===== src/rtl/ppam_mac_accum.sv =====
// ============================================================================
// Module   : ppam_mac_accum
// Purpose  : Frame accumulator for 16-bit PPAM products, with valid/ready
//            handshakes on both ports and optional saturation.
// Revision : 1.0
// ============================================================================
`default_nettype none

module ppam_mac_accum #(
    parameter int ACC_W     = 24,
    parameter int FRAME_LEN = 16,
    parameter int SATURATE  = 1
) (
    input  logic             clk,
    input  logic             rst_n,
    input  logic             clr,
    input  logic             in_valid,
    output logic             in_ready,
    input  logic [15:0]      in_prod,
    input  logic             in_last,
    output logic             out_valid,
    input  logic             out_ready,
    output logic [ACC_W-1:0] out_acc,
    output logic             out_ovf,
    output logic [7:0]       out_cnt
);

    typedef enum logic [1:0] {
        S_IDLE  = 2'd0,
        S_ACCUM = 2'd1,
        S_HOLD  = 2'd2
    } state_t;

    localparam logic [8:0] c_FRAME_LEN = FRAME_LEN[8:0];

    state_t           r_state;
    state_t           w_state_nxt;
    state_t           w_start_state;
    logic             r_init;
    logic [ACC_W-1:0] r_acc;
    logic [ACC_W-1:0] w_acc_nxt;
    logic [7:0]       r_cnt;
    logic [7:0]       w_cnt_nxt;
    logic             r_ovf;
    logic             w_ovf_nxt;
    logic [ACC_W:0]   w_sum;
    logic [8:0]       w_cnt_inc;
    logic             w_accept;
    logic             w_take;

    // r_init keeps in_ready low until the first edge after reset release.
    assign in_ready  = r_init & ((r_state != S_HOLD) | out_ready);
    assign out_valid = (r_state == S_HOLD);
    assign out_acc   = r_acc;
    assign out_ovf   = r_ovf;
    assign out_cnt   = r_cnt;

    assign w_accept  = in_valid & in_ready & ~clr;
    assign w_take    = out_valid & out_ready & ~clr;
    assign w_sum     = {1'b0, r_acc} + (ACC_W+1)'(in_prod);
    assign w_cnt_inc = {1'b0, r_cnt} + 9'd1;

    assign w_start_state = (in_last || (c_FRAME_LEN == 9'd1)) ? S_HOLD : S_ACCUM;

    always_comb begin
        w_state_nxt = r_state;
        w_acc_nxt   = r_acc;
        w_cnt_nxt   = r_cnt;
        w_ovf_nxt   = r_ovf;
        if (clr) begin
            w_state_nxt = S_IDLE;
            w_acc_nxt   = '0;
            w_cnt_nxt   = 8'd0;
            w_ovf_nxt   = 1'b0;
        end else begin
            case (r_state)
                S_IDLE: begin
                    if (w_accept) begin
                        w_state_nxt = w_start_state;
                        w_acc_nxt   = ACC_W'(in_prod);
                        w_cnt_nxt   = 8'd1;
                        w_ovf_nxt   = 1'b0;
                    end
                end
                S_ACCUM: begin
                    if (w_accept) begin
                        w_cnt_nxt = w_cnt_inc[7:0];
                        if (w_sum[ACC_W]) begin
                            w_ovf_nxt = 1'b1;
                            w_acc_nxt = (SATURATE != 0) ? {ACC_W{1'b1}} : w_sum[ACC_W-1:0];
                        end else begin
                            w_acc_nxt = w_sum[ACC_W-1:0];
                        end
                        if (in_last || (w_cnt_inc == c_FRAME_LEN)) begin
                            w_state_nxt = S_HOLD;
                        end
                    end
                end
                S_HOLD: begin
                    // Zero-bubble: a take with a same-cycle accept opens the next frame.
                    if (w_take) begin
                        if (w_accept) begin
                            w_state_nxt = w_start_state;
                            w_acc_nxt   = ACC_W'(in_prod);
                            w_cnt_nxt   = 8'd1;
                            w_ovf_nxt   = 1'b0;
                        end else begin
                            w_state_nxt = S_IDLE;
                        end
                    end
                end
                default: w_state_nxt = S_IDLE;
            endcase
        end
    end

    always_ff @(posedge clk or negedge rst_n) begin
        if (!rst_n) begin
            r_state <= S_IDLE;
            r_init  <= 1'b0;
            r_acc   <= '0;
            r_cnt   <= 8'd0;
            r_ovf   <= 1'b0;
        end else begin
            r_state <= w_state_nxt;
            r_init  <= 1'b1;
            r_acc   <= w_acc_nxt;
            r_cnt   <= w_cnt_nxt;
            r_ovf   <= w_ovf_nxt;
        end
    end

endmodule

`default_nettype wire

===== config.mk =====
export PLATFORM = sky130hd
export DESIGN_NAME = ppam_mac_accum
export DESIGN_NICKNAME = d
export VERILOG_FILES = /design/src/rtl/ppam_mac_accum.sv
export SDC_FILE = /design/constraint.sdc
export NUM_CORES = 1
export LEC_CHECK = 0
export ABC_AREA = 1
export BUFFER_PORTS_ARGS = -buffer_cell sky130_fd_sc_hd__buf_2
export CORE_MARGIN = 3
export CORE_UTILIZATION = 45
export DETAILED_ROUTE_END_ITERATION = 10
export PLACE_DENSITY = 0.75
export SYNTH_ARGS = -nofsm -noshare
export SYNTH_HDL_FRONTEND = slang
export SYNTH_SLANG_ARGS = --single-unit

===== constraint.sdc =====
create_clock -name clk -period 2.1 [get_ports clk]
set_clock_uncertainty 0.15 [all_clocks]
set_input_delay 0.105 -clock clk [delete_from_list [all_inputs] [get_ports clk]]
set_output_delay 0.105 -clock clk [all_outputs]
set_load 0.01 [all_outputs]

==> results.ini <==
[critical_path]
cp-end-kind=register
cp_num_buf_inv=0
start_kind=register
arrival_ns=2.14
slowest_stage=dfrtp_1
crit_family=simple AND/OR/NAND/NOR gates
slowest_delay_ns=0.43
cp.required_ns=2.13
crit_chain=ha_4 -> fa_2 -> nand2_2 -> nand2_2 -> nand3_2 -> nand2_2 -> nand2_2 -> nand2_4 -> nand2_8 -> nand2_4 -> nor2_1 -> o21ai_0
crit_fanout=8
path_class=reg -> reg
crit_top_cell=nand2_2

[synth]
syn_area_um2=3400
synth.area.top_cells=dfrtp_1, nand2_1, inv_1
async_flop_share=1.00
yosysSeqAreaShare=0.265
yosys.cell_count.top_type=nand2_1
synth_cells=551
avgSynthCellArea_um2=6.17
synth_nets=591
synthTopCellsByCount=nand2_1, inv_1, nor2_1
synth-edff-count=0
synth_top_cell_by_area=dfrtp_1
synth_top_area_frac=0.265
ys_warn_count=0
ys_types=35
synth_flop_cell=dfrtp_1
ys_ff_latch=36

[final_layout]
seqCellArea_um2=901
fin_nets=667
stdcell_area_um2=4160
areaGrowthSynthToFinish_pct=22.2
multiInputGateArea_um2=2260
antennaDiodeCount=0
layoutNonFillerInstCount=727
fill_cells=761
drive_gt1_frac=0.244
fin_util=0.570

[floorplan]
die_w_um=92.9
fp.dieH_um=92.9
start_util=0.466
row_count=31
ios=57
design.core.area_um2=7290
die_area_um2=8640

[grt]
grt_max_degree=37
grt_pass1_vias=3465
track_usage=0.217
overflow=0
grt_pass1_wl_um=15300
antenna_found_initial=0

[drt]
via_per_inst=4.95
ant_nets=0
vias=3600
drt-met1-wl_um=4210
drcViolationCount=0
wire_per_inst_um=12.9
drtIter0Drc=171
met3_wirelength_um=513
drt-total-wl_um=9350
dr.pass1.iters=4
met2_length_um=4520
routed.top_layer=met4

[clock_tree]
clock_path_buffers=2
cts-root-buf=clkbuf_8
tritoncts=yes
clk_latency_ns=0.30
cts_buffers=5
cts.sinks=36
h-tree-depth=2
clk_pin_slew_ns=0.08

[sta]
rsz0062_at_grt=yes
finalWorstSetupSlack_ns=-0.0113
slew_headroom=0.424
worst_pin_slew_ns=0.864
final_hold_viol_count=0
fin_crit_sh=1.01
setup_viol_count_final=4
max_freq_ghz=0.474
report.final.slew_viol_count=0
period_needed_ns=2.11

[placement]
place_inst=713
gp_congestion=0.946
port_buffers=56
dpl_cell_area_um2=3860
dp_hpwl_um=7010

[hold_path]
hp-class=in -> reg

[job]
drv_cap=0

[power_and_ir_drop]
max-vdd-ir-drop_mv=0.482
design_power_total_mw=2.43
p_per_area_nw_per_um2=585
p_leak_nw=2.34

[run_status]
status=finished with violations
violations=negative setup slack

[path summary, 6_finish.rpt]
path	from	endpoint	cells after the start	slack, ns
hold reg to reg	out_acc[7]	out_acc[7]	2	0.37
max in group asynchronous	rst_n	out_acc[15]	2	0.95
min in group asynchronous	rst_n	out_acc[8]	2	0.30
setup reg to reg	out_acc[0]	out_acc[2]	12	-0.01
setup / recovery	out_acc[0]	out_acc[2]	12	-0.01
hold / removal	in_prod[11]	out_acc[11]	3	0.005
[layer usage]
metal	GRT usage	vias up
li1	-	1871
met1	0.274	1638
met2	0.385	83
met3	0.0374	8
met4	0.0488	0
met5	0	-
[flip-flops by register name, summed over array words and instances, names as in the netlist]
register / count
out_ovf: 1
out_acc: 24
r_state: 2
r_init: 1
out_cnt: 8
[logic make-up (layout without fill, tap and decap cells)]
family | Yosys count | after routing | synth area share
AO/OA/AOI/OAI | 64 | 64 | 0.108
buffers and inverters | 97 | 173 | 0.116
flip-flops | 36 | 36 | 0.265
adder cells (fa/ha/maj) | 18 | 18 | 0.0684
other | 1 | 1 | 0.00110
AND/OR/NAND/NOR | 328 | 329 | 0.423
XOR/XNOR | 7 | 7 | 0.0180
[what timing repair did]
action / in CTS / in global routing
hold endpoints to repair: 39 / 0
pin swaps: 0 / 10
endpoints found under the setup margin: 13 / 25
setup buffers: 0 / 1
resized for setup: 4 / 36
gates cloned: 0 / 1
hold buffers: 4 / 0
[final cells by class]
| class | instances | share of cell area |
|---|---|---|
| multi-input combinational | 419 | 0.543 |
| sequential | 36 | 0.217 |
| timing repair buffer | 75 | 0.107 |
| inverter | 90 | 0.0813 |
| tap | 99 | 0.0298 |
| clock buffer | 5 | 0.0166 |
| clock inverter | 3 | 0.00572 |
[cells in the final DEF (no fill, tap or decap), drive strengths merged, types with 2 or more instances in the layout]
cell	n
nand2	219
o21ai	45
nand4	9
nor3	2
a21oi	14
or2	2
dfrtp	36
inv	90
xor2	7
o22ai	2
clkbuf	5
nor2	58
clkinvlp	2
buf	71
and2	5
dlygate4sd3	4
ha	17
nand3	33
[stage by stage]
stage / hold WS [ns] / worst slack (ns) / TNS (ns)
2_1_floorplan: -0.341 / -0.0455 / -0.395
3_3_place_gp: 0.104 / -0.0371 / -0.0371
3_5_place_dp: 0.122 / -0.00821 / -0.00924
4_1_cts: 0.00212 / 0.00440 / 0
5_1_grt: 0.0259 / -0.0984 / -1.97
6_report: 0.00541 / -0.0113 / -0.0254
[power breakdown]
group,total (mW),internal [mW],switching [mW]
combinational,1.09,0.382,0.713
clock,0.528,0.235,0.292
sequential,0.807,0.747,0.0605
total,2.43,1.36,1.07
[worst min-delay path, stage by stage]
cell,delay [ns]
buf_2,0.09
o21ai_0,0.10
o21ai_2,0.13
Note: power is estimated with default switching activity, not from simulation.
